--- config.mk ---
export PLATFORM = sky130hd
export DESIGN_NAME = decodificador_barrido_flat
export DESIGN_NICKNAME = d
export VERILOG_FILES = /design/src/rtl/decodificador_pkg.sv /design/src/rtl/decodificador_barrido_if.sv /design/src/rtl/decodificador_barrido_divisor.sv /design/src/rtl/decodificador_barrido.sv /design/src/flat_wrapper.sv
export SDC_FILE = /design/constraint.sdc
export NUM_CORES = 1
export LEC_CHECK = 0
export CAP_MARGIN = 0
export CORE_AREA = 8 8 45 47
export CTS_CLUSTER_SIZE = 20
export DETAILED_ROUTE_END_ITERATION = 6
export DIE_AREA = 0 0 53 55
export DONT_BUFFER_PORTS = 1
export GPL_ROUTABILITY_DRIVEN = 0
export SLEW_MARGIN = 10
export SYNTH_ARGS = -nofsm -noshare
export SYNTH_HDL_FRONTEND = slang
export SYNTH_SLANG_ARGS = --single-unit
--- constraint.sdc ---
create_clock -name clk -period 2.1 [get_ports clk]
set_input_delay 0.42 -clock clk [delete_from_list [all_inputs] [get_ports clk]]
set_output_delay 0.42 -clock clk [all_outputs]
set_load 0.01 [all_outputs]
--- src/rtl/decodificador_pkg.sv ---
`default_nettype none
// +--------------------------------------------------------------------------+
// | Module   : decodificador_pkg                                             |
// | Purpose  : Shared helpers for the scanning decoder: output-width and     |
// |            prescaler-width derivation, and the one-hot line pattern.     |
// | Ports    : none (package)                                                |
// | Revision : 1.0  initial release                                          |
// +--------------------------------------------------------------------------+
package decodificador_pkg;

  // Output width: one line per select code.
  function automatic int ancho_salida(input int n);
    return 1 << n;
  endfunction

  // Prescaler width: enough bits to hold 0..div-1, never less than one bit.
  function automatic int ancho_prescaler(input int div);
    return (div <= 2) ? 1 : $clog2(div);
  endfunction

  // Mask covering the 2^n live lines inside a 64-bit container.
  function automatic logic [63:0] mascara_lineas(input int n);
    return {64{1'b1}} >> (64 - (1 << n));
  endfunction

  // Active-high one-hot pattern for line idx of a 2^n-line decoder.
  function automatic logic [63:0] onehot(input int n, input int unsigned idx);
    return (64'd1 << idx) & mascara_lineas(n);
  endfunction

endpackage : decodificador_pkg
`default_nettype wire

--- src/rtl/decodificador_barrido_if.sv ---
`default_nettype none
// +--------------------------------------------------------------------------+
// | Module   : decodificador_barrido_if                                      |
// | Purpose  : Select/control inputs and decoded outputs of the scanning     |
// |            decoder, bundled as one bus.                                  |
// | Ports    : master drives entrada/habilitar/modo and observes             |
// |            salida/indice/cambio; slave (the decoder) is the reverse.     |
// | Revision : 1.0  initial release                                          |
// +--------------------------------------------------------------------------+
interface decodificador_barrido_if #(
  parameter int N = 2
);
  logic [N-1:0]        entrada;
  logic                habilitar;
  logic                modo;
  logic [(1<<N)-1:0]   salida;
  logic [N-1:0]        indice;
  logic                cambio;

  modport master (
    output entrada, habilitar, modo,
    input  salida, indice, cambio
  );

  modport slave (
    input  entrada, habilitar, modo,
    output salida, indice, cambio
  );
endinterface : decodificador_barrido_if
`default_nettype wire

--- src/rtl/decodificador_barrido_divisor.sv ---
`default_nettype none
// +--------------------------------------------------------------------------+
// | Module   : divisor_barrido                                               |
// | Purpose  : Scan-rate prescaler. Counts 0..SCAN_DIV-1 while enabled and   |
// |            flags the last count so the caller can step its index.        |
// | Ports    : clk, rst_n (async, active-low)                                |
// |            i_limpiar   - synchronous clear (wins over enable)            |
// |            i_habilitar - count enable; count is held when low            |
// |            o_tc        - high while the count sits at SCAN_DIV-1         |
// | Revision : 1.0  initial release                                          |
// +--------------------------------------------------------------------------+
module divisor_barrido
  import decodificador_pkg::*;
#(
  parameter int SCAN_DIV = 4
) (
  input  logic clk,
  input  logic rst_n,
  input  logic i_limpiar,
  input  logic i_habilitar,
  output logic o_tc
);

  localparam int                     c_ANCHO_PRE = ancho_prescaler(SCAN_DIV);
  localparam logic [c_ANCHO_PRE-1:0] c_ULTIMO    = c_ANCHO_PRE'(SCAN_DIV - 1);

  logic [c_ANCHO_PRE-1:0] r_cuenta;

  // With SCAN_DIV=1 the count never leaves 0, so tc is permanently high.
  assign o_tc = (r_cuenta == c_ULTIMO);

  always_ff @(posedge clk or negedge rst_n) begin
    if (!rst_n) begin
      r_cuenta <= '0;
    end else if (i_limpiar) begin
      r_cuenta <= '0;
    end else if (i_habilitar) begin
      r_cuenta <= o_tc ? '0 : r_cuenta + c_ANCHO_PRE'(1);
    end
  end

endmodule : divisor_barrido
`default_nettype wire

--- src/rtl/decodificador_barrido.sv ---
`default_nettype none
// +--------------------------------------------------------------------------+
// | Module   : decodificador_barrido                                         |
// | Purpose  : N-to-2^N decoder with registered outputs, enable, output      |
// |            polarity select and a self-timed scan mode that walks the     |
// |            active line through every position, seeded from entrada.    |
// | Ports    : clk, rst_n (async, active-low)                                |
// |            bus.entrada   (in)  select value / scan seed                  |
// |            bus.habilitar (in)  1 = drive a line, 0 = all inactive+freeze |
// |            bus.modo      (in)  0 = direct decode, 1 = scan               |
// |            bus.salida    (out) decoded lines (one-cold if ACTIVE_LOW)    |
// |            bus.indice    (out) index currently driven                    |
// |            bus.cambio    (out) one-cycle pulse when salida changed       |
// | Revision : 1.0  initial release                                          |
// +--------------------------------------------------------------------------+
module decodificador_barrido
  import decodificador_pkg::*;
#(
  parameter int N          = 2,
  parameter int SCAN_DIV   = 4,
  parameter bit ACTIVE_LOW = 1'b0
) (
  input  logic                    clk,
  input  logic                    rst_n,
  decodificador_barrido_if.slave  bus
);

  localparam int                        c_ANCHO_SALIDA = ancho_salida(N);
  // Pattern of an idle bus; XOR with it also applies the polarity.
  localparam logic [c_ANCHO_SALIDA-1:0] c_INACTIVO     = {c_ANCHO_SALIDA{ACTIVE_LOW}};

  logic [N-1:0]                r_indice;
  logic [N-1:0]                w_indice_sig;
  logic                        r_modo_q;
  logic [c_ANCHO_SALIDA-1:0]   r_salida;
  logic [c_ANCHO_SALIDA-1:0]   w_salida_sig;
  logic                        r_cambio;
  logic                        w_sembrar;
  logic                        w_correr;
  logic                        w_tc;

  // Seeding happens on every enabled direct edge and on the first enabled
  // edge after modo rises. modo_q follows modo even while disabled, so a
  // rise that happens during a disabled stretch is absorbed and the scan
  // resumes where it stopped instead of re-seeding.
  assign w_sembrar = bus.habilitar & ~(bus.modo & r_modo_q);
  assign w_correr  = bus.habilitar &  bus.modo & r_modo_q;

  divisor_barrido #(
    .SCAN_DIV (SCAN_DIV)
  ) u_divisor (
    .clk         (clk),
    .rst_n       (rst_n),
    .i_limpiar   (w_sembrar),
    .i_habilitar (w_correr),
    .o_tc        (w_tc)
  );

  always_comb begin
    w_indice_sig = r_indice;
    if (w_sembrar) begin
      w_indice_sig = bus.entrada;
    end else if (w_correr && w_tc) begin
      // N-bit add wraps 2^N-1 back to 0.
      w_indice_sig = r_indice + N'(1);
    end
  end

  // Polarity is folded in here so the output register holds the final levels.
  assign w_salida_sig = bus.habilitar
                      ? (c_ANCHO_SALIDA'(onehot(N, 32'(w_indice_sig))) ^ c_INACTIVO)
                      : c_INACTIVO;

  always_ff @(posedge clk or negedge rst_n) begin
    if (!rst_n) begin
      r_indice <= '0;
      r_modo_q <= 1'b0;
      r_salida <= c_INACTIVO;
      r_cambio <= 1'b0;
    end else begin
      r_indice <= w_indice_sig;
      r_modo_q <= bus.modo;
      r_salida <= w_salida_sig;
      r_cambio <= (w_salida_sig != r_salida);
    end
  end

  assign bus.salida = r_salida;
  assign bus.indice = r_indice;
  assign bus.cambio = r_cambio;

endmodule : decodificador_barrido
`default_nettype wire

--- src/flat_wrapper.sv ---
// flat-port wrapper written by rule: the top's interface ports become plain ports
module decodificador_barrido_flat import decodificador_pkg::*;
#(
  parameter int N          = 2,
  parameter int SCAN_DIV   = 4,
  parameter bit ACTIVE_LOW = 1'b0
)
  (clk, rst_n, bus_entrada, bus_habilitar, bus_modo, bus_salida, bus_indice, bus_cambio);
  decodificador_barrido_if #(.N(N)) bus_i ();
  input  logic clk;
  input  logic rst_n;
  input wire logic [$bits(bus_i.entrada)-1:0] bus_entrada;
  input wire logic [$bits(bus_i.habilitar)-1:0] bus_habilitar;
  input wire logic [$bits(bus_i.modo)-1:0] bus_modo;
  output wire logic [$bits(bus_i.salida)-1:0] bus_salida;
  output wire logic [$bits(bus_i.indice)-1:0] bus_indice;
  output wire logic [$bits(bus_i.cambio)-1:0] bus_cambio;
  assign bus_i.entrada = bus_entrada;
  assign bus_i.habilitar = bus_habilitar;
  assign bus_i.modo = bus_modo;
  assign bus_salida = bus_i.salida;
  assign bus_indice = bus_i.indice;
  assign bus_cambio = bus_i.cambio;
  decodificador_barrido #(.N(N), .SCAN_DIV(SCAN_DIV), .ACTIVE_LOW(ACTIVE_LOW)) u_core (.clk(clk), .rst_n(rst_n), .bus(bus_i));
endmodule
# After elaboration in Yosys (flattened, before gate mapping)
# Cells that the tools add are included.
[word_totals]
input_bits = 6
output_inout_bits = 7
latch_bits = 0
word_cells = 23
regBits = 10
mem_bits_rw = 0
romBits = 0
memories = 0
[op_classes]
mul = 0
eq_ne = 2
shifts = 1
div = 0
muxes = 6
n_reduce_logical = 2
magnitude_cmp = 0
n_bitwise = 5
addsub = 2
[ops]
columns = ["op", "count"]
rows = [
  ["two-way mux 2 bit", 5],
  ["adder 2 x 1 -> 2 bit (second input constant)", 2],
  ["bitwise AND 1 bit", 4],
  ["two-way mux 4 bit", 1],
  ["inequality test 4 bit", 1],
  ["left shift 1 x 2 -> 4 bit (first input constant)", 1],
  ["== test 2 bit (second input constant)", 1],
  ["nonzero test 2 bit", 1],
  ["logical AND 1 bit", 1],
  ["NOT 1 bit", 1],
]

# Longest topological paths before layout
[depth]
depth_word = 8
mapped_depth = 7
ltp_nobuf = 7

# Modules after synthesis
# A second synthesis with hierarchy kept.
[unflattened]
cells_unflattened = 47
hier_area_um2 = 509.2
[modules_own_cells]
columns = ["mod", "n_inst", "area_per_inst_um2", "seq_area_each_um2", "cells_each"]
rows = [
  ["decodificador_barrido", 1, 409.1, 200.2, 39],
  ["divisor_barrido", 1, 100.1, 50.0, 8],
]

# Worst setup path before layout
# OpenSTA, ideal clock, no wires.
[synth_timing]
path_kind = "register to register"
from = "register u_core.u_divisor.r_cuenta[0]"
to = "register u_core.r_cambio (netlist: u_core.bus.cambio)"
setup_ns = 0.101
setup_slack_ns = 0.400
period_less_slack_ns = 1.700
arrival_ns = 1.599
required_ns = 1.999
path_stages_with_launch = 8
n_path_buf = 0
path_cell_list = "dfrtp_1 ha_1 and2_1 a32o_1 a21oi_2 inv_2 mux2_4 o32ai_1"
[synth_between]
elab_chain_cells = 7
[synth_rtl]
columns = ["element", "line", "rtl"]
rows = [
  ["from (decl)", "decodificador_barrido_divisor.sv:27", "logic [c_ANCHO_PRE-1:0] r_cuenta;"],
  ["from (signal assigned)", "decodificador_barrido_divisor.sv:38", "r_cuenta <= o_tc ? '0 : r_cuenta + c_ANCHO_PRE'(1);"],
  ["== test 2 bit", "decodificador_barrido_divisor.sv:30", "assign o_tc = (r_cuenta == c_ULTIMO);"],
  ["logical AND 1 bit", "decodificador_barrido.sv:63", "end else if (w_correr && w_tc) begin"],
  ["two-way mux 2 bit", "decodificador_barrido.sv:63", ""],
  ["two-way mux 2 bit", "decodificador_barrido.sv:61", "if (w_sembrar) begin"],
  ["net u_core.w_indice_sig[1]", "decodificador_barrido.sv:33", "logic [N-1:0] w_indice_sig;"],
  ["left shift 1 x 2 -> 4 bit", "decodificador_pkg.sv:28", "return (64'd1 << idx) & mascara_lineas(n);"],
  ["two-way mux 4 bit", "decodificador_barrido.sv:71", "? (c_ANCHO_SALIDA'(onehot(N, 32'(w_indice_sig))) ^ c_INACTIVO)"],
  ["inequality test 4 bit", "decodificador_barrido.sv:84", "r_cambio <= (w_salida_sig != r_salida);"],
  ["to (signal assigned)", "decodificador_barrido.sv:84", ""],
  ["to (decl)", "decodificador_barrido.sv:37", "logic r_cambio;"],
]
# The timed path passes the listed nets, and every way through them passes these cells.
# A chain may end at the register's enable or synchronous reset.

# Final worst setup path
# Ends and elaborated chain as after synthesis.

==> impl_metrics.yaml <==
final_layout:
  n_fill_cell: 134
  nets: 58
  syn2layout_area_growth_pct: 9.57
  fin_util: 0.393
  postLayoutCellArea_um2: 544
  drive_gt1_frac: 0.184
  n_antenna_cell: 0
sta:
  final_max_slew_viol_count: 0
  max_freq_mhz: 542
  whs_ps: 184
  fin_worst_skew_ps: 1.02
  setup-violations-final: 0
  period_needed_ps: 1850
  grt_setup_unrepaired: "no"
  hold_viol: 0
  worstMarginPinSlew_ps: 477
  fin_setup_tns_ps: 0
  slew_headroom: 0.681
  fin_crit_sh: 0.879
global_routing:
  gr-total-overflow: 0
  grt_pass1_wl_mm: 1.59
  track_usage: 0.0776
  antenna_found_initial: 0
  grt_max_degree: 12
  grt_pass1_vias: 345
setup_path:
  ff2ff_path_depth: 7
  cp-start-kind: "flop"
  critPathMaxFanout: 5
  required_ps: 2260
  cp.arrival_ps: 2010
  critPathKind: "flop to flop"
  worst_setup_path_end_kind: "flop"
logic_synthesis:
  syn_nets: 53
  synth-xor-area-share: 0.0176
  netlist_area_um2: 497
  synth_top_family_by_area: "simple AND/OR/NAND/NOR gates"
  synth_ff_type: "dfrtp_1"
  synthTopCellsByCount: "dfrtp_1, nor2_1, nand2_1, nor3b_1"
  synthCells: 46
  synthSimpleGateAreaFrac: 0.212
  synthAdderAreaFrac: 0.0252
  synth.area.mux_share: 0.0529
  ys_ff_latch: 10
  yosys_warnings: 0
  yosys.area.top_type: "dfrtp_1"
  synth_edf_count: 0
  synth-compound-area-share: 0.164
  async_flop_share: 1.00
  synth_area_leaders: "dfrtp_1, nor3b_1, nor2_1"
  yosysMostFrequentCell: "dfrtp_1"
  netlist.area_leader.share: 0.504
  syn_area_per_cell_um2: 10.8
  netlist-cell-type-count: 27
  seq_area_frac_synth: 0.504
power:
  p_seq_frac: 0.560
  power.density_nw_per_um2: 763
  intPower_mw: 0.300
  comb_power_share: 0.126
  p_total_mw: 0.415
  ir_worst_vdd_mv: 0.357
  p_leak_nw: 0.233
  power_switching_mw: 0.116
  netSwitchingFraction: 0.278
  clkPwrFrac: 0.314
floorplan:
  die_area_um2: 2920
  ios: 13
  die_h_um: 55
  die_w_um: 53
  initial_utilization: 0.359
  rows: 14
  coreArea_um2: 1380
job:
  max-cap-violations: 0
placed_design:
  hpwl_um: 740
  placed_cell_area_um2: 512
  port_buffers: 0
clock_tree:
  clkLatencyLatePin_ps: 260
  cts_resized: 0
  clock-sinks: 10
  cts_setup_buffers: 0
  path_clk_slew_ps: 60
  cts-root-buf: "clkbuf_4"
  cts_buffers: 3
  clock_path_buffers: 2
  ctsHtreeMaxLevel: 1
  cts_tree: "built"
  cts_hold_buf: 1
hold_path:
  worstHoldPathCells: 0
  hold_class: "input port to flop"
drt:
  drc_errors: 0
  routed_wl_um: 978
  num_vias: 348
  final_antenna_net_count: 0
  dr.pass1.iters: 3
  viasPerCell: 5.35
  drt_iter0_markers: 3
  wl_per_cell_um: 15.0
status:
  status: "complete, no violations"
-- power groups by stage --
stage               registers [mW]  logic (mW)  clock network, mW
floorplan                    0.232      0.0435                  0
global placement             0.237      0.0465                  0
detailed placement           0.238      0.0474                  0
CTS                          0.234      0.0531              0.135
global route                 0.237      0.0588              0.140
finish                       0.233      0.0524              0.130
-- critical path: stages, from the launching register on --
cell	delay, ps
dfrtp_1	390
ha_1	250
and2_1	180
a32o_1	210
a21oi_2	210
inv_2	110
mux2_4	300
o32ai_1	100
-- area by class of cell --
type,instances,area (um2),area share
sequential,10,250,0.460
tap,16,20.0,0.0368
clock buffer,3,22.5,0.0414
timing repair buffer,1,10.0,0.0184
inverter,2,7.51,0.0138
multi-input combinational,33,234,0.430
-- state kept, by name, summed over array words and instances (netlist names) --
register	count
u_core.bus.indice	2
u_core.bus.salida	4
u_core.r_modo_q	1
u_core.u_divisor.r_cuenta	2
u_core.bus.cambio	1
-- final timing paths --
path                                                    from                      endpoint  slack, ps
max in group asynchronous                              rst_n          u_core.bus.salida[2]       1230
worst min-delay path                                bus_modo               u_core.r_modo_q        180
worst min register to register  u_core.u_divisor.r_cuenta[1]  u_core.u_divisor.r_cuenta[1]        540
worst max register to register  u_core.u_divisor.r_cuenta[0]             u_core.bus.cambio        250
min in group asynchronous                              rst_n          u_core.bus.indice[0]        550
worst max-delay path            u_core.u_divisor.r_cuenta[0]             u_core.bus.cambio        250
-- layout by cell type (no fill, tap or decap) --
cell type      Yosys  layout
xor2_1             1       1
o21ai_0            2       2
mux2_2             1       1
a21o_1             1       1
nor4b_1            1       1
and4b_1            1       1
clkbuf_4           0       3
a32o_1             1       1
o32ai_1            1       1
a21oi_2            1       1
ha_1               1       1
nand2_2            1       1
nand2_1            3       3
nor3b_1            3       3
mux2_4             1       1
nor2_1             5       5
dfrtp_1           10      10
a21oi_1            2       2
inv_2              1       1
dlygate4sd3_1      0       1
and2_1             1       1
a211oi_1           1       1
o211ai_1           1       1
or2_1              1       1
nor4b_2            1       1
o21ai_1            1       1
o22ai_1            1       1
inv_1              1       1
-- per-stage QoR --
stage,std cells,setup WS (ps)
2_1_floorplan,46,400
4_1_cts,65,247
5_1_grt,65,170
6_report,65,254
3_3_place_gp,61,277
3_5_place_dp,61,262
-- logic make-up after synthesis --
logic type,Yosys count
buffers and inverters,3
AND/OR/NAND/NOR,17
adder cells (fa/ha/maj),1
XOR/XNOR,1
flip-flops,10
multiplexers,2
AO/OA/AOI/OAI,12
-- per-layer routing --
layer  track usage  vias to the layer above  wire [um]
li1              -                      175          -
met1        0.0839                      163        437
met2         0.104                        8        415
met3        0.0508                        2        114
met4        0.0647                        0         10
met5             0                        -          0
No activity file was read; power rests on OpenSTA's default activity.
